**config.mk**
```make
export PLATFORM = sky130hd
export DESIGN_NAME = i2c_cmd_arbiter
export DESIGN_NICKNAME = d
export VERILOG_FILES = /design/src/rtl/i2c_arb_pkg.sv /design/src/rtl/i2c_rr_arbiter.sv /design/src/rtl/i2c_cmd_arbiter.sv
export SDC_FILE = /design/constraint.sdc
export NUM_CORES = 1
export LEC_CHECK = 0
export ABC_AREA = 1
export BUFFER_PORTS_ARGS = -buffer_cell sky130_fd_sc_hd__buf_4
export CAP_MARGIN = 10
export CORE_AREA = 3 3 128 130
export CTS_BUF_LIST = sky130_fd_sc_hd__clkbuf_4 sky130_fd_sc_hd__clkbuf_8 sky130_fd_sc_hd__clkbuf_16
export DETAILED_ROUTE_END_ITERATION = 12
export DIE_AREA = 0 0 131 133
export PLACE_DENSITY = 0.73
export SETUP_SLACK_MARGIN = 0.15
export SYNTH_ARGS = -nofsm -noshare
export SYNTH_HDL_FRONTEND = slang
export SYNTH_SLANG_ARGS = --single-unit
```
**constraint.sdc**
```tcl
create_clock -name clk -period 2.7 [get_ports clk]
set_clock_uncertainty 0.15 [all_clocks]
set_input_delay 0.27 -clock clk [delete_from_list [all_inputs] [get_ports clk]]
set_output_delay 0.27 -clock clk [all_outputs]
set_load 0.1 [all_outputs]
```
**src/rtl/i2c_arb_pkg.sv**
```systemverilog
// Shared types and constants for the i2c command arbiter.
package i2c_arb_pkg;

    localparam int CHIP_W = 7;
    localparam int REG_W  = 8;

    localparam logic [3:0] ST_NO_START = 4'hE;
    localparam logic [3:0] ST_TIMEOUT  = 4'hF;

    typedef enum logic [2:0] {
        S_IDLE       = 3'd0,
        S_ISSUE      = 3'd1,
        S_WAIT_START = 3'd2,
        S_WAIT_DONE  = 3'd3,
        S_RESP       = 3'd4
    } arb_state_e;

endpackage

```
**src/rtl/i2c_rr_arbiter.sv**
```systemverilog
// Combinational round-robin grant: the first requester found scanning upward
// from i_start (wrapping) wins.
module i2c_rr_arbiter #(
    parameter int NUM_REQ = 4,
    parameter int IDX_W   = 2
) (
    input  logic [NUM_REQ-1:0] i_req,
    input  logic [IDX_W-1:0]   i_start,
    output logic [NUM_REQ-1:0] o_grant,
    output logic [IDX_W-1:0]   o_idx,
    output logic               o_any
);

    // Outer loop walks rotation distance, inner loop finds the requester at
    // that distance; this keeps every select index a plain loop variable.
    always_comb begin
        o_grant = '0;
        o_idx   = '0;
        o_any   = 1'b0;
        for (int d = 0; d < NUM_REQ; d++) begin
            for (int j = 0; j < NUM_REQ; j++) begin
                if (!o_any && i_req[j] &&
                    (((j - int'(i_start) + NUM_REQ) % NUM_REQ) == d)) begin
                    o_any      = 1'b1;
                    o_grant[j] = 1'b1;
                    o_idx      = IDX_W'(j);
                end
            end
        end
    end

endmodule

```
**src/rtl/i2c_cmd_arbiter.sv**
```systemverilog
// Round-robin scheduler sharing one i2c master among NUM_REQ requesters.
// Define I2C_ARB_TIMEOUT_EN to add a busy watchdog in WAIT_DONE.
module i2c_cmd_arbiter
    import i2c_arb_pkg::*;
#(
    parameter int NUM_REQ        = 4,
    parameter int DATA_W         = 32,
    parameter int START_WAIT     = 8,
    parameter int TIMEOUT_CYCLES = 200000
) (
    input  logic                      clk,
    input  logic                      reset,
    input  logic [NUM_REQ-1:0]        req_valid,
    input  logic [NUM_REQ-1:0]        req_rnw,
    input  logic [NUM_REQ-1:0]        req_write_mode,
    input  logic [NUM_REQ*CHIP_W-1:0] req_chip_addr,
    input  logic [NUM_REQ*REG_W-1:0]  req_reg_addr,
    input  logic [NUM_REQ*DATA_W-1:0] req_data,
    output logic [NUM_REQ-1:0]        req_ack,
    output logic [NUM_REQ-1:0]        rsp_valid,
    output logic [DATA_W-1:0]         rsp_data,
    output logic [3:0]                rsp_status,
    output logic [CHIP_W-1:0]         m_chip_addr,
    output logic [REG_W-1:0]          m_reg_addr,
    output logic [DATA_W-1:0]         m_data_in,
    output logic                      m_write_mode,
    output logic                      m_write_en,
    output logic                      m_read_en,
    input  logic [DATA_W-1:0]         m_data_out,
    input  logic [3:0]                m_status,
    input  logic                      m_busy,
    output logic                      arb_busy
);

    localparam int IDX_W = $clog2(NUM_REQ);
    localparam int SW_W  = $clog2(START_WAIT + 1);

    if (NUM_REQ < 2 || NUM_REQ > 8 || START_WAIT < 1 || TIMEOUT_CYCLES < 1) begin : g_bad_param
        $error("i2c_cmd_arbiter: parameter out of range");
    end

    arb_state_e          r_state, w_next;
    logic [IDX_W-1:0]    r_rr_ptr, r_rr_next, w_gnt_idx, w_next_ptr;
    logic [NUM_REQ-1:0]  r_gnt_oh, w_gnt_oh;
    logic                w_gnt_any, w_grant_ok, w_start_to, w_timeout;
    logic                r_rnw;
    logic [SW_W-1:0]     r_start_cnt;
    logic                w_cmd_rnw, w_cmd_wm;
    logic [CHIP_W-1:0]   w_cmd_chip;
    logic [REG_W-1:0]    w_cmd_reg;
    logic [DATA_W-1:0]   w_cmd_data;

    i2c_rr_arbiter #(.NUM_REQ(NUM_REQ), .IDX_W(IDX_W)) u_rr (
        .i_req   (req_valid),
        .i_start (r_rr_ptr),
        .o_grant (w_gnt_oh),
        .o_idx   (w_gnt_idx),
        .o_any   (w_gnt_any)
    );

    always_comb begin
        w_cmd_rnw  = 1'b0;
        w_cmd_wm   = 1'b0;
        w_cmd_chip = '0;
        w_cmd_reg  = '0;
        w_cmd_data = '0;
        for (int j = 0; j < NUM_REQ; j++) begin
            if (w_gnt_oh[j]) begin
                w_cmd_rnw  = req_rnw[j];
                w_cmd_wm   = req_write_mode[j];
                w_cmd_chip = req_chip_addr[j*CHIP_W +: CHIP_W];
                w_cmd_reg  = req_reg_addr[j*REG_W +: REG_W];
                w_cmd_data = req_data[j*DATA_W +: DATA_W];
            end
        end
    end

    assign w_next_ptr = (w_gnt_idx == IDX_W'(NUM_REQ - 1)) ? '0 : w_gnt_idx + IDX_W'(1);
    // A busy master (including one left hanging by a watchdog abort) blocks grants.
    assign w_grant_ok = w_gnt_any && !m_busy;
    assign w_start_to = !m_busy && (r_start_cnt == SW_W'(START_WAIT - 1));
    assign arb_busy   = (r_state != S_IDLE);

`ifdef I2C_ARB_TIMEOUT_EN
    logic [31:0] r_wd_cnt;
    assign w_timeout = m_busy && (r_wd_cnt == 32'(TIMEOUT_CYCLES - 1));
    always_ff @(posedge clk or negedge reset) begin
        if (!reset)                     r_wd_cnt <= '0;
        else if (r_state == S_WAIT_DONE) r_wd_cnt <= r_wd_cnt + 32'd1;
        else                            r_wd_cnt <= '0;
    end
`else
    assign w_timeout = 1'b0;
`endif

    always_ff @(posedge clk or negedge reset) begin
        if (!reset) r_state <= S_IDLE;
        else        r_state <= w_next;
    end

    always_comb begin
        w_next = r_state;
        case (r_state)
            S_IDLE:       if (w_grant_ok) w_next = S_ISSUE;
            S_ISSUE:      w_next = S_WAIT_START;
            S_WAIT_START: begin
                if (m_busy)          w_next = S_WAIT_DONE;
                else if (w_start_to) w_next = S_RESP;
            end
            S_WAIT_DONE:  if (!m_busy || w_timeout) w_next = S_RESP;
            S_RESP:       w_next = S_IDLE;
            default:      w_next = S_IDLE;
        endcase
    end

    always_ff @(posedge clk or negedge reset) begin
        if (!reset) begin
            r_rr_ptr     <= '0;
            r_rr_next    <= '0;
            r_gnt_oh     <= '0;
            r_rnw        <= 1'b0;
            r_start_cnt  <= '0;
            req_ack      <= '0;
            rsp_valid    <= '0;
            rsp_data     <= '0;
            rsp_status   <= '0;
            m_chip_addr  <= '0;
            m_reg_addr   <= '0;
            m_data_in    <= '0;
            m_write_mode <= 1'b0;
            m_write_en   <= 1'b0;
            m_read_en    <= 1'b0;
        end else begin
            req_ack    <= '0;
            rsp_valid  <= '0;
            m_write_en <= 1'b0;
            m_read_en  <= 1'b0;
            case (r_state)
                S_IDLE: begin
                    if (w_grant_ok) begin
                        req_ack      <= w_gnt_oh;
                        r_gnt_oh     <= w_gnt_oh;
                        r_rr_next    <= w_next_ptr;
                        r_rnw        <= w_cmd_rnw;
                        m_chip_addr  <= w_cmd_chip;
                        m_reg_addr   <= w_cmd_reg;
                        m_data_in    <= w_cmd_data;
                        m_write_mode <= w_cmd_wm;
                    end
                end
                S_ISSUE: begin
                    m_write_en  <= ~r_rnw;
                    m_read_en   <= r_rnw;
                    r_start_cnt <= '0;
                end
                S_WAIT_START: begin
                    if (!m_busy) r_start_cnt <= r_start_cnt + SW_W'(1);
                    if (w_start_to) begin
                        rsp_valid  <= r_gnt_oh;
                        rsp_status <= ST_NO_START;
                        rsp_data   <= '0;
                    end
                end
                S_WAIT_DONE: begin
                    if (!m_busy) begin
                        rsp_valid  <= r_gnt_oh;
                        rsp_status <= m_status;
                        rsp_data   <= r_rnw ? m_data_out : '0;
                    end else if (w_timeout) begin
                        rsp_valid  <= r_gnt_oh;
                        rsp_status <= ST_TIMEOUT;
                        rsp_data   <= '0;
                    end
                end
                S_RESP:  r_rr_ptr <= r_rr_next;
                default: ;
            endcase
        end
    end

endmodule

```
After elaboration in Yosys (flattened, before gate mapping)
Index checks and enable logic that the tools add are counted.

Register bits after elaboration: 110. Bits of input ports: 239. Output and inout port bits: 95. Word-level logic and storage cells: 207.

Add/subtract/negate cells: 10. Eq/ne operators: 23. Mux-type cells: 88. Bitwise logic cells: 5. Reductions and logical operators: 65.

Operators with widths (number): $mux 32 (7); $add 32x4->32 const B (4); $logic_not 32->1 (4); $pmux 32 s2 (1); $mux 1 (42); $logic_and 1x1->1 (33); $mux 8 (4); $mux 2 (15); $mux 4 (7); $mux 7 (4); $eq 3x3->1 const B (9); $pmux 4 s2 (3); $eq 3x2->1 const B (6); $logic_not 1->1 (16); $mux 3 (4); $pmux 3 s4 (1); $ne 2x2->1 const B (4); $reduce_or 2->1 (4); $reduce_and 3->1 (2); $sub 1x2->3 const A (2); $sub 2x2->3 const A (2); $add 4x1->4 const B (1); $and 1x1->1 (4); $eq 4x3->1 const B (1); 9 further kinds (11).

Longest topological paths before layout
Gate-level depths: netlist of the first run.

Depth after elaboration: 70. Depth in mapped cells: 17. Gate-level depth less buffers: 16.

Cells and area by module
From an unflattened synthesis of the first run, not the netlist that was laid out.

Cell total of the unflattened synthesis: 955. Area total of the unflattened synthesis: 6369.9 um2.

Modules (own cells, without submodules): i2c_cmd_arbiter (instances 1, cells each 886, area an instance 5990.7 um2, seq. area each 2752.6 um2); i2c_rr_arbiter (instances 1, cells each 69, area an instance 379.1 um2, seq. area each 0.0 um2).

Worst setup path after synthesis of the first run
Ideal clock, no wire load.

Path kind: register to register. From: register r_rr_ptr[1]. To: register m_chip_addr[0]. Library setup time: 0.120 ns. Arrival: 2.032 ns. Data required time: 2.430 ns. Path slack: 0.399 ns. Stages on the path, launching flop included: 18. Path buffers: 2. Clock period less this slack: 2.301 ns. Path through: dfrtp_1 inv_1 nand3_1 nand3_1 nor2_4 nand4_2 nor2_4 nand4_2 nor2_2 nand2_1 nor2_2 nand3_2 nand3_2 inv_2 buf_6 buf_6 nand2_1 nand2_1.

Word-level cells in the longest chain between the ends: 69. Elaborated cells between the ends (all ways): 115. Those cells by class: add/sub: 8; eq/ne: 12; mux: 35; bitwise: 4; reduce/logical: 56.

Ends and longest elaborated chain: start: declaration (RTL line i2c_cmd_arbiter.sv:43) `logic [IDX_W-1:0] r_rr_ptr, r_rr_next, w_gnt_idx, w_next_ptr;`; start signal: assignment (RTL line i2c_cmd_arbiter.sv:175) `S_RESP: r_rr_ptr <= r_rr_next;`; $sub 1x2->3 (RTL line i2c_rr_arbiter.sv:23) `(((j - int'(i_start) + NUM_REQ) % NUM_REQ) == d)) begin`; $add 32x4->32 (RTL line i2c_rr_arbiter.sv:23); $reduce_or 2->1 (no line); $and 1x1->1 (no line); $logic_not 32->1 (RTL line i2c_rr_arbiter.sv:23); $logic_and 1x1->1 (RTL line i2c_rr_arbiter.sv:22) `if (!o_any && i_req[j] &&`; $mux 1 (RTL line i2c_rr_arbiter.sv:22); $logic_not 1->1 (RTL line i2c_rr_arbiter.sv:22); (+51 left out); $logic_not 1->1 (RTL line i2c_rr_arbiter.sv:22); $logic_and 1x1->1 (2 in a row) (RTL line i2c_rr_arbiter.sv:22); $mux 1 (RTL line i2c_rr_arbiter.sv:22); $logic_not 1->1 (RTL line i2c_rr_arbiter.sv:22); $logic_and 1x1->1 (2 in a row) (RTL line i2c_rr_arbiter.sv:22); $mux 1 (RTL line i2c_rr_arbiter.sv:22); $logic_and 1x1->1 (RTL line i2c_cmd_arbiter.sv:80) `assign w_grant_ok = w_gnt_any && !m_busy;`; $reduce_and 2->1 (no line); end signal: assignment (RTL line i2c_cmd_arbiter.sv:145) `m_chip_addr <= w_cmd_chip;`; end: declaration (RTL line i2c_cmd_arbiter.sv:23) `output logic [CHIP_W-1:0] m_chip_addr,`.

Parallel ways exist; a longest one is shown, timed or not. A chain may end at the register's enable or synchronous reset.

Final worst setup path of the first run
From: register r_rr_ptr[1]. To: register m_data_in[13].

Word-level cells in the longest chain between the ends: 69. Elaborated cells between the ends (all ways): 115. Those cells by class: add/sub: 8; eq/ne: 12; mux: 35; bitwise: 4; reduce/logical: 56.

Ends and longest elaborated chain: $sub 1x2->3 (RTL line i2c_rr_arbiter.sv:23); $add 32x4->32 (RTL line i2c_rr_arbiter.sv:23); $reduce_or 2->1 (no line); $and 1x1->1 (no line); $logic_not 32->1 (RTL line i2c_rr_arbiter.sv:23); $logic_and 1x1->1 (RTL line i2c_rr_arbiter.sv:22); $mux 1 (RTL line i2c_rr_arbiter.sv:22); $logic_not 1->1 (RTL line i2c_rr_arbiter.sv:22); (+51 left out); $logic_not 1->1 (RTL line i2c_rr_arbiter.sv:22); $logic_and 1x1->1 (2 in a row) (RTL line i2c_rr_arbiter.sv:22); $mux 1 (RTL line i2c_rr_arbiter.sv:22); $logic_not 1->1 (RTL line i2c_rr_arbiter.sv:22); $logic_and 1x1->1 (2 in a row) (RTL line i2c_rr_arbiter.sv:22); $mux 1 (RTL line i2c_rr_arbiter.sv:22); $logic_and 1x1->1 (RTL line i2c_cmd_arbiter.sv:80); $reduce_and 2->1 (no line); end signal: assignment (RTL line i2c_cmd_arbiter.sv:147) `m_data_in <= w_cmd_data;`; end: declaration (RTL line i2c_cmd_arbiter.sv:25) `output logic [DATA_W-1:0] m_data_in,`.

Parallel ways exist; a longest one is shown, timed or not.

==> qor.txt, run 1 <==
Synth Warn # = 0
PortBufs = 333
Hold WS = -0.00883 ns
vias in the first global route = 7049
WL met1 = 9600 um
drt via density = 4.83
clk_lat worst skew = 0.36 ns
cell mode on critical path = nor2_4
Num CTS Buffers = 9
highest metal used = met4
crit end category = flip-flop
Synth Area in Compound Gates = 5.67%
Final Hold Viols = 1
WP data arrival = 2.66 ns
syn_area_per_cell = 6.53 um2
GP Congestion = 0.906
first-pass GRT wire length = 35900 um
multiplexer share of the synthesized area = 0%
failing checks = negative hold slack
1st-pass router iterations = 6
DRC viols = 0
Worst Hold Class = in -> reg
largest net degree at the start of global routing = 56
Placed Instances = 1471
die width = 131 um
post-route setup TNS = 0 ns
total global-route track usage = 26.4%
DR WL/cell = 16.2 um
Req. time, crit path = 2.84 ns
GRT overflow = 0
Setup Viol. Count Final = 0
LEAKAGE = 5.87 nW
crit path kind = reg -> reg
worst vdd ir = 916 uV
CP Buf/Inv Count = 2
htree depth = 3
met2 WL = 12500 um
antenna cells = 0
post-synthesis xor/xnor area fraction = 0.141%
worst slew pin tran = 0.714 ns
Power, Total = 0.0131 W
fin util = 66.4%
Die Ht = 133 um
die area = 17400 um2
Post-Synthesis Cells = 949
# fillers = 1355
post-detail-place hpwl = 17400 um
Starting DRT DRC Count = 373
Initial Util = 40.6%
CP max stage delay = 0.44 ns
row cnt = 45
Mapped Area = 6200 um2
Max Cap Viol = 0
Final ANT Viol Nets = 0
Setup crit start kind = flip-flop
Slew headroom = 52.4%
final WL = 24900 um
met3 wire length = 1910 um
largest family of logic cells by synthesized area = simple AND/OR/NAND/NOR gates
vias = 7395
CTS max path bufs = 2
fin nets = 1556
crit-path cells = inv_2, nand3_4, nand3_2, nor2_4, nand4_4, nor2_4, nand4_4, nor2_4, nand2_2, nor2_4, nand3_4, nand2_8, clkbuf_16, nand2_2, nand2_1, nand2_1, nand2_1
fraction of layout cells with a size suffix above 1 = 33.6%
sequential-to-total area share from yosys stat = 44.4%
worst-path fanout max = 7
RSZ-0062 raised after global routing = true
CTS tree = yes
simple-gate share of the synthesized area = 40.7%
antenna violations before repair = 0
fin crit share = 93.4%
CP delay by family, top = simple AND/OR/NAND/NOR gates
Max Fclk = 0.397 GHz
CP max stage cell = dfrtp_2
Core Region = 15300 um2
minimum clock period = 2.52 ns
Slew Viols, Final = 0
pwr dens = 1300 nW/um2
synth unique cells = 28
post-synth net total = 1189
register bit count reported by yosys = 110
CTS clock-pin slew for the worst setup and hold paths = 0.08 ns
Sink Count = 110
area grow syn2layout = 63.5%
Ports = 334
Non-Filler Instances = 1532
Adder-Cell Fraction of Synth Area = 0.202%
clock root buffer = clkbuf_16
status = finished with violations
-- cells by family after synthesis --
family,Yosys count
buffers and inverters,131
AO/OA/AOI/OAI,69
adder cells (fa/ha/maj),1
AND/OR/NAND/NOR,637
flip-flops,110
XOR/XNOR,1
-- worst reg2reg max path, cell delays in order (launching register included) --
cell       delay [ns]
dfrtp_2          0.44
inv_2            0.08
nand3_4          0.07
nand3_2          0.10
nor2_4           0.13
nand4_4          0.11
nor2_4           0.14
nand4_4          0.11
nor2_4           0.14
nand2_2          0.09
nor2_4           0.15
nand3_4          0.12
nand2_8          0.16
clkbuf_16        0.20
nand2_2          0.05
nand2_1          0.07
nand2_1          0.07
nand2_1          0.07
-- state kept, by name, indices dropped and copies added (netlist names), 7 cells and up --
register / cells
m_reg_addr: 8
rsp_data: 32
m_chip_addr: 7
m_data_in: 32
-- timing repair --
action | CTS | global route
setup buffers | 3 | 1
hold buffers | 34 | 0
gates cloned | 1 | 6
setup endpoints to repair | 47 | 59
endpoints found under the hold margin | 86 | 0
pin swaps | 4 | 28
resized for setup | 13 | 60
-- cells in the final DEF (no fill, tap or decap), types with 3 or more instances in the layout --
cell type      instances
nand3_1               42
nand2_2               26
nand2_1              467
nand3_2                3
inv_2                  4
inv_6                  3
buf_4                347
buf_8                  3
buf_12                10
dfrtp_1              108
inv_1                 78
nor2_2                 6
dlygate4sd3_1         34
nor2_4                 6
a21oi_1               51
nand3_4                3
clkbuf_16             15
nand4_1                3
o21ai_0               12
nor2_1                70
nor3_1                 3
-- path summary, 6_finish.rpt --
path | startpoint | endpoint | slack, ns | cells past startpoint
max | r_rr_ptr[1] | m_data_in[13] | 0.18 | 17
min | m_status[3] | rsp_status[3] | -0.009 | 3
max reg2reg | r_rr_ptr[1] | m_data_in[13] | 0.18 | 17
min reg2reg | m_data_in[30] | m_data_in[30] | 0.33 | 2
max in group asynchronous | reset | m_data_in[21] | 1.33 | 3
min in group asynchronous | reset | rsp_status[1] | 0.36 | 2
-- stage by stage --
| step | instance area (um2) | setup slack, ns | hold WS (ns) |
|---|---|---|---|
| after detailed placement | 9030 | 0.0675 | 0.229 |
| after global routing | 10100 | 0.0362 | 0.0368 |
| final | 10100 | 0.179 | -0.00883 |
| after global placement | 9030 | 0.160 | 0.226 |
| after floorplan | 6200 | 0.399 | -0.176 |
| after CTS | 9770 | 0.133 | 0.00987 |
-- routing by layer --
layer	track usage [%]	vias up
li1	-	3607
met5	0	-
met3	6.94	56
met4	9.03	0
met1	31.1	3433
met2	46.0	299
-- Yosys cell counts --
cell type	number	share of area, %
nand2_1	495	30
dfrtp_1	110	44
inv_1	81	4.9
nor2_1	78	4.7
a21oi_1	53	4.3
nand3_1	46	3.7
buf_2	20	1.6
clkbuf_1	19	1.2
o21ai_0	12	0.97
buf_4	5	0.61
nor3_1	4	0.32
nand4_1	3	0.30
buf_6	2	0.36
inv_2	2	0.12
nand3_2	2	0.32
nand4_2	2	0.40
nor2_2	2	0.20
nor2_4	2	0.36
o21ai_1	2	0.16
and3_1	1	0.10
buf_1	1	0.061
clkinv_1	1	0.061
ha_1	1	0.20
nand2_2	1	0.10
nand3b_1	1	0.12
o2111ai_1	1	0.14
o21bai_1	1	0.12
xnor2_1	1	0.14
-- power breakdown --
part / switching, W / internal, W / leakage [nW] / total, W
clock network: 0.000655 / 0.000663 / 0.143 / 0.00132
registers: 0.000350 / 0.00220 / 1.44 / 0.00255
logic: 0.00662 / 0.00266 / 4.28 / 0.00928
total: 0.00762 / 0.00552 / 5.87 / 0.0131
-- area by class of cell --
type / instances / area [um2] / area share [%]
inverter: 84 / 323 / 3.19
sequential: 110 / 2760 / 27.2
clock inverter: 6 / 66.3 / 0.655
timing repair buffer: 403 / 3390 / 33.5
multi-input combinational: 708 / 3100 / 30.6
clock buffer: 10 / 233 / 2.30
tap: 211 / 264 / 2.61
No activity file was read; power rests on OpenSTA's default activity.
==> run 2, diff against run 1 <==
==> constraint.sdc (replaced) <==
create_clock -name clk -period 3.2 [get_ports clk]
set_clock_uncertainty 0.15 [all_clocks]
set_input_delay 0.32 -clock clk [delete_from_list [all_inputs] [get_ports clk]]
set_output_delay 0.32 -clock clk [all_outputs]
set_load 0.1 [all_outputs]
==> qor.txt, run 2 (same netlist as run 1, synthesis figures left out) <==
first-pass GRT wire length = 32900 um (was 35900 um)
Core Region = 15300 um2 (unchanged)
Power, Total = 0.0104 W (was 0.0131 W)
worst-path fanout max = 29 (was 7)
vias in the first global route = 6491 (was 7049)
hold endpoint = rsp_data[8] (was rsp_status[3])
status = complete, no violations (was finished with violations)
FF-to-FF Start = r_rr_ptr[0] (was r_rr_ptr[1])
Initial Util = 40.6% (unchanged)
crit path kind = reg -> reg (unchanged)
RSZ-0062 raised after global routing = false (was true)
DRC viols = 0 (unchanged)
CTS tree = yes (unchanged)
commonest cells after routing, fill and taps aside = nand2_1, buf_4, dfrtp_1, inv_1, nor2_1 (unchanged)
Setup crit start kind = flip-flop (unchanged)
row cnt = 45 (unchanged)
gr busiest metal = met2 (unchanged)
largest net degree at the start of global routing = 60 (was 56)
area grow syn2layout = 49.4% (was 63.5%)
fin nets = 1501 (was 1556)
Top Registers = m_data_in (32), rsp_data (32), m_reg_addr (8) (unchanged)
1st-pass router iterations = 4 (was 6)
post-route setup TNS = 0 ns (unchanged)
met1 Track Usage GR = 29.7% (was 31.1%)
die area = 17400 um2 (unchanged)
fraction of layout cells with a size suffix above 1 = 29.7% (was 33.6%)
Worst Hold Depth = 3 (unchanged)
antenna cells = 0 (unchanged)
Sink Count = 110 (unchanged)
post-route setup slack = 0.500 ns (was 0.179 ns)
Max Fclk = 0.370 GHz (was 0.397 GHz)
post-detail-place hpwl = 16700 um (was 17400 um)
M3 GR Usage = 6.46% (was 6.94%)
PortBufs = 333 (unchanged)
Num CTS Buffers = 9 (unchanged)
R2R Setup Slk = 0.50 ns (was 0.18 ns)
Setup Viol. Count Final = 0 (unchanged)
CTS clock-pin slew for the worst setup and hold paths = 0.08 ns (about the same)
Worst R2R End = m_data_in[10] (was m_data_in[13])
LEAKAGE = 5.53 nW (was 5.87 nW)
Worst Hold Class = in -> reg (unchanged)
DR WL/cell = 14.8 um (was 16.2 um)
Starting DRT DRC Count = 333 (was 373)
antenna violations before repair = 0 (unchanged)
clock root buffer = clkbuf_16 (unchanged)
worst vdd ir = 722 uV (was 916 uV)
# fillers = 1431 (was 1355)
GP Congestion = 0.972 (was 0.906)
CTS max path bufs = 2 (unchanged)
most common cell after layout, fill and taps aside = nand2_1 (unchanged)
drt via density = 4.65 (was 4.83)
die width = 131 um (unchanged)
Max Cap Viol = 0 (unchanged)
pre-CTS setup slack = 0.322 ns (was 0.0675 ns)
worst slew pin tran = 0.980 ns (was 0.714 ns)
clk_lat worst skew = 0.35 ns (was 0.36 ns)
design area = 9260 um2 (was 10100 um2)
Final Hold Viols = 0 (was 1)
Final ANT Viol Nets = 0 (unchanged)
fin util = 60.7% (was 66.4%)
Req. time, crit path = 3.29 ns (was 2.84 ns)
crit end category = flip-flop (unchanged)
Hold Crit Start = m_data_out[8] (was m_status[3])
area of the multi-input gates = 2910 um2 (was 3100 um2)
Ports = 334 (unchanged)
total global-route track usage = 24.2% (was 26.4%)
fin crit share = 84.4% (was 93.4%)
GRT overflow = 0 (unchanged)
met2 GRT Util = 41.7% (was 46.0%)
pwr dens = 1120 nW/um2 (was 1300 nW/um2)
Die Ht = 133 um (unchanged)
Slew headroom = 34.3% (was 52.4%)
WP data arrival = 2.79 ns (was 2.66 ns)
htree depth = 3 (unchanged)
Slew Viols, Final = 0 (unchanged)
minimum clock period = 2.70 ns (was 2.52 ns)
vias = 6858 (was 7395)
placed inst area = 8900 um2 (was 9030 um2)
r2r worst-path depth = 17 (unchanged)
Sequential Area = 2750 um2 (was 2760 um2)
final WL = 21800 um (was 24900 um)
run 2: power breakdown:
| group | leakage [nW] | internal (W) | switching, W |
|---|---|---|---|
| logic | 3.92 | 0.00171 | 0.00523 |
| registers | 1.45 | 0.00185 | 0.000269 |
| clock network | 0.167 | 0.000770 | 0.000527 |
| total | 5.53 | 0.00433 | 0.00603 |
run 2: final cells by class:
| cell class | count | share of cell area [%] |
|---|---|---|
| multi-input cells | 708 | 31.4 |
| flip-flops and latches | 110 | 29.7 |
| repair buffers | 348 | 28.9 |
| inverters | 84 | 3.43 |
| well taps | 211 | 2.85 |
| clock buffers | 9 | 2.43 |
| clock inverters | 6 | 1.26 |
run 2: per-layer routing:
layer	share of wire (%)	wire length, um
met2	50	10900
met3	7.8	1700
met1	40	8770
met4	1.9	425
met5	0	0
run 2: what timing repair did:
item | 4_1_cts | 5_1_grt
resized for setup | 0 | 3
hold buffers | 1 | 0
buffers inserted | 0 | 0
hold endpoints to repair | 55 | 0
setup endpoints to repair | 0 | 14
run 2: worst max-delay path by stage:
stage	start	to	slack, ns
6_report	r_rr_ptr[0]	m_data_in[10]	0.50
5_1_grt	r_rr_ptr[1]	m_chip_addr[3]	0.20
4_1_cts	r_rr_ptr[0]	r_gnt_oh[1]	0.31
3_5_place_dp	r_rr_ptr[0]	r_gnt_oh[1]	0.32
3_3_place_gp	r_rr_ptr[0]	r_gnt_oh[2]	0.44
2_1_floorplan	req_valid[1]	m_chip_addr[0]	0.86
run 2: metrics by stage:
stage,std cells,hold WS [ns]
after floorplan,949,-0.126
after global placement,1460,0.277
after detailed placement,1460,0.287
after CTS,1476,0.0239
after global routing,1476,0.0298
final,1476,0.0353
run 2: worst max-delay path, cell delays in order (launching register included):
cell     delay [ns]
dfrtp_1        0.43
nor2_1         0.25
nand2_1        0.11
nand3_1        0.13
nor2_4         0.06
nand4_2        0.11
nor2_4         0.05
nand4_2        0.10
nor2_2         0.06
nand2_1        0.07
nand2_2        0.21
buf_12         0.26
nand2_1        0.07
nand2_1        0.05
nor2_1         0.26
nand2_1        0.09
nand2_1        0.07
nand2_1        0.05
==> run 3, diff against run 2 <==
--- a/config.mk
+++ b/config.mk
@@ -5,14 +5,14 @@
 export SDC_FILE = /design/constraint.sdc
 export NUM_CORES = 1
 export LEC_CHECK = 0
-export ABC_AREA = 1
+export ABC_AREA = 0
 export BUFFER_PORTS_ARGS = -buffer_cell sky130_fd_sc_hd__buf_4
 export CAP_MARGIN = 10
-export CORE_AREA = 3 3 128 130
+export CORE_AREA = 3 3 130 132
 export CTS_BUF_LIST = sky130_fd_sc_hd__clkbuf_4 sky130_fd_sc_hd__clkbuf_8 sky130_fd_sc_hd__clkbuf_16
 export DETAILED_ROUTE_END_ITERATION = 12
-export DIE_AREA = 0 0 131 133
-export PLACE_DENSITY = 0.73
+export DIE_AREA = 0 0 133 135
+export PLACE_DENSITY = 0.65
 export SETUP_SLACK_MARGIN = 0.15
 export SYNTH_ARGS = -nofsm -noshare
 export SYNTH_HDL_FRONTEND = slang
==> constraint.sdc (replaced) <==
create_clock -name clk -period 2.7 [get_ports clk]
set_clock_uncertainty 0.15 [all_clocks]
set_input_delay 0.27 -clock clk [delete_from_list [all_inputs] [get_ports clk]]
set_output_delay 0.27 -clock clk [all_outputs]
set_load 0.1 [all_outputs]
==> qor.txt, run 3 <==
post-route setup slack = 0.547 ns (was 0.500 ns)
worst vdd ir = 1150 uV (was 722 uV)
crit-path cells = nand2b_1, a21oi_1, or3_1, buf_4, o22ai_1, a21oi_1 (was nor2_1, nand2_1, nand3_1, nor2_4, nand4_2, nor2_4, nand4_2, nor2_2, nand2_1, nand2_2, buf_12, nand2_1, nand2_1, nor2_1, nand2_1, nand2_1, nand2_1)
fraction of layout cells with a size suffix above 1 = 42.5% (was 29.7%)
most common cell after layout, fill and taps aside = buf_4 (was nand2_1)
drt via density = 5.14 (was 4.65)
simple-gate share of the synthesized area = 15.9% (was 40.7%)
status = complete, no violations (unchanged)
Worst Hold Depth = 3 (unchanged)
crit path kind = reg -> reg (unchanged)
CTS clock-pin slew for the worst setup and hold paths = 0.07 ns (was 0.08 ns)
worst slew pin tran = 0.554 ns (was 0.980 ns)
Synth Warn # = 0 (unchanged)
setup bufs post-CTS = 0 (unchanged)
CP max stage cell = dfrtp_1 (unchanged)
# fillers = 1442 (was 1431)
vias in the first global route = 5930 (was 6491)
Sequential Area = 2750 um2 (unchanged)
clock root buffer = clkbuf_16 (unchanged)
post-synthesis xor/xnor area fraction = 0% (was 0.141%)
antenna cells = 0 (unchanged)
cell mode on critical path = a21oi_1 (was nand2_1)
pwr dens = 1350 nW/um2 (was 1120 nW/um2)
area of the multi-input gates = 2280 um2 (was 2910 um2)
synth unique cells = 42 (was 28)
dominant cells by area after synthesis = dfrtp_1, nand2_1, a221oi_1 (was dfrtp_1, nand2_1, inv_1)
Max Cap Viol = 0 (unchanged)
first-pass GRT wire length = 31700 um (was 32900 um)
row cnt = 46 (was 45)
GRT overflow = 0 (unchanged)
post-synth top area share = 51.5% (was 44.4%)
Worst Hold Class = in -> reg (unchanged)
post-synth net total = 801 (was 1189)
cell taking the most area after synthesis = dfrtp_1 (unchanged)
Max Fclk = 0.465 GHz (was 0.370 GHz)
r2r worst-path depth = 6 (was 17)
Slew headroom = 63.1% (was 34.3%)
total global-route track usage = 22.0% (was 24.2%)
minimum clock period = 2.15 ns (was 2.70 ns)
Initial Util = 33.8% (was 40.6%)
fraction of registers with async set/reset = 100% (unchanged)
die area = 18000 um2 (was 17400 um2)
CP delay by family, top = compound AO/OA/AOI/OAI gates (was simple AND/OR/NAND/NOR gates)
Core Region = 15800 um2 (was 15300 um2)
die width = 133 um (was 131 um)
commonest cells after routing, fill and taps aside = buf_4, nand2_1, dfrtp_1, dlygate4sd3_1, a221oi_1 (was nand2_1, buf_4, dfrtp_1, inv_1, nor2_1)
LEAKAGE = 4.38 nW (was 5.53 nW)
fin crit share = 79.7% (was 84.4%)
CTS max path bufs = 2 (unchanged)
CP Buf/Inv Count = 1 (unchanged)
Top Registers = m_data_in (32), rsp_data (32), m_reg_addr (8) (unchanged)
post-route setup TNS = 0 ns (unchanged)
pre-CTS setup slack = 0.421 ns (was 0.322 ns)
Post-synth EDFFs = 0 (unchanged)
largest net degree at the start of global routing = 54 (was 60)
PostCTS Resize Cnt = 0 (unchanged)
1st-pass router iterations = 5 (was 4)
worst-path fanout max = 39 (was 29)
clk_lat worst skew = 0.34 ns (was 0.35 ns)
final WL = 20800 um (was 21800 um)
WP data arrival = 2.27 ns (was 2.79 ns)
sequential-to-total area share from yosys stat = 51.5% (was 44.4%)
syn_area_per_cell = 9.53 um2 (was 6.53 um2)
Mapped Area = 5350 um2 (was 6200 um2)
CP max stage delay = 0.46 ns (was 0.43 ns)
hold_buf cts = 46 (was 1)
R2R Setup Slk = 0.55 ns (was 0.50 ns)
post-detail-place hpwl = 15100 um (was 16700 um)
area grow syn2layout = 63.9% (was 49.4%)
largest family of logic cells by synthesized area = compound AO/OA/AOI/OAI gates (was simple AND/OR/NAND/NOR gates)
antenna violations before repair = 0 (unchanged)
fin nets = 1156 (was 1501)
PortBufs = 333 (unchanged)
Num CTS Buffers = 9 (unchanged)
CTS tree = yes (unchanged)
Ports = 334 (unchanged)
Req. time, crit path = 2.82 ns (was 3.29 ns)
crit end category = flip-flop (unchanged)
vias = 5844 (was 6858)
Synth Area in Compound Gates = 25.8% (was 5.67%)
DRC viols = 0 (unchanged)
Adder-Cell Fraction of Synth Area = 0.234% (was 0.202%)
RSZ-0062 raised after global routing = false (unchanged)
multiplexer share of the synthesized area = 0.608% (was 0%)
Starting DRT DRC Count = 324 (was 333)
fin util = 55.4% (was 60.7%)
Sink Count = 110 (unchanged)
most common cell in the synthesized netlist = nand2_1 (unchanged)
Final ANT Viol Nets = 0 (unchanged)
Post-synth top cells = nand2_1, dfrtp_1, a221oi_1 (was nand2_1, dfrtp_1, inv_1)
Die Ht = 135 um (was 133 um)
register bit count reported by yosys = 110 (unchanged)
Final Hold Viols = 0 (unchanged)
Hold WS = 0.0130 ns (was 0.0353 ns)
htree depth = 3 (unchanged)
Post-Synthesis Cells = 561 (was 949)
Synth Flop Type = dfrtp_1 (unchanged)
DR WL/cell = 18.3 um (was 14.8 um)
Setup crit start kind = flip-flop (unchanged)
Slew Viols, Final = 0 (unchanged)
Setup Viol. Count Final = 0 (unchanged)
logic depth of the worst setup path including buffers = 6 (was 17)
GP Congestion = 0.827 (was 0.972)
==> run 3: path summary, 6_finish.rpt <==
kind                         startpoint             to
min                         m_status[3]  rsp_status[3]
max in group asynchronous         reset   rsp_data[22]
min in group asynchronous         reset    rsp_data[8]
min reg2reg                rsp_data[11]   rsp_data[11]
max                         r_rr_ptr[0]  m_data_in[20]
max reg2reg                 r_rr_ptr[0]  m_data_in[20]
==> run 3: kinds of logic after synthesis <==
kind of cell / count (synthesis)
AND/OR/NAND/NOR: 199
AO/OA/AOI/OAI: 189
flip-flops: 110
buffers and inverters: 59
multiplexers: 3
adder cells (fa/ha/maj): 1
==> run 3: where the power goes <==
| group | internal, W | switching [W] | total (W) | leakage, nW |
|---|---|---|---|---|
| clock network | 0.000764 | 0.000596 | 0.00136 | 0.150 |
| registers | 0.00233 | 0.000420 | 0.00275 | 1.39 |
| logic | 0.00179 | 0.00598 | 0.00777 | 2.84 |
==> run 3: worst min-delay path: cells and delay by family <==
family,cells,cell delay (ns)
AO/OA/AOI/OAI,1,0.07
buffers and inverters,1,0.07
AND/OR/NAND/NOR,1,0.06
==> run 3: final cells by class <==
| class | count | share of cell area [%] |
|---|---|---|
| inverter | 7 | 0.300 |
| multi-input combinational | 392 | 26.0 |
| tap | 216 | 3.08 |
| clock buffer | 12 | 2.90 |
| timing repair buffer | 396 | 35.8 |
| sequential | 110 | 31.4 |
| clock inverter | 3 | 0.500 |
==> run 3: metal layers <==
metal / GRT usage, % / wire length, um / up-vias
met5: 0 / 0 / -
met4: 7.27 / 483 / 0
met3: 5.59 / 1600 / 31
met2: 37.4 / 10300 / 267
met1: 27.5 / 8400 / 2786
li1: - / - / 2760
==> run 3: stage by stage <==
| step | area [um2] | cells | power [W] |
|---|---|---|---|
| after floorplan | 5350 | 561 | 0.00862 |
| after global placement | 8010 | 1075 | 0.0105 |
| after detailed placement | 8010 | 1075 | 0.0105 |
| after CTS | 8760 | 1136 | 0.0120 |
| after global routing | 8760 | 1136 | 0.0124 |
| final | 8760 | 1136 | 0.0119 |
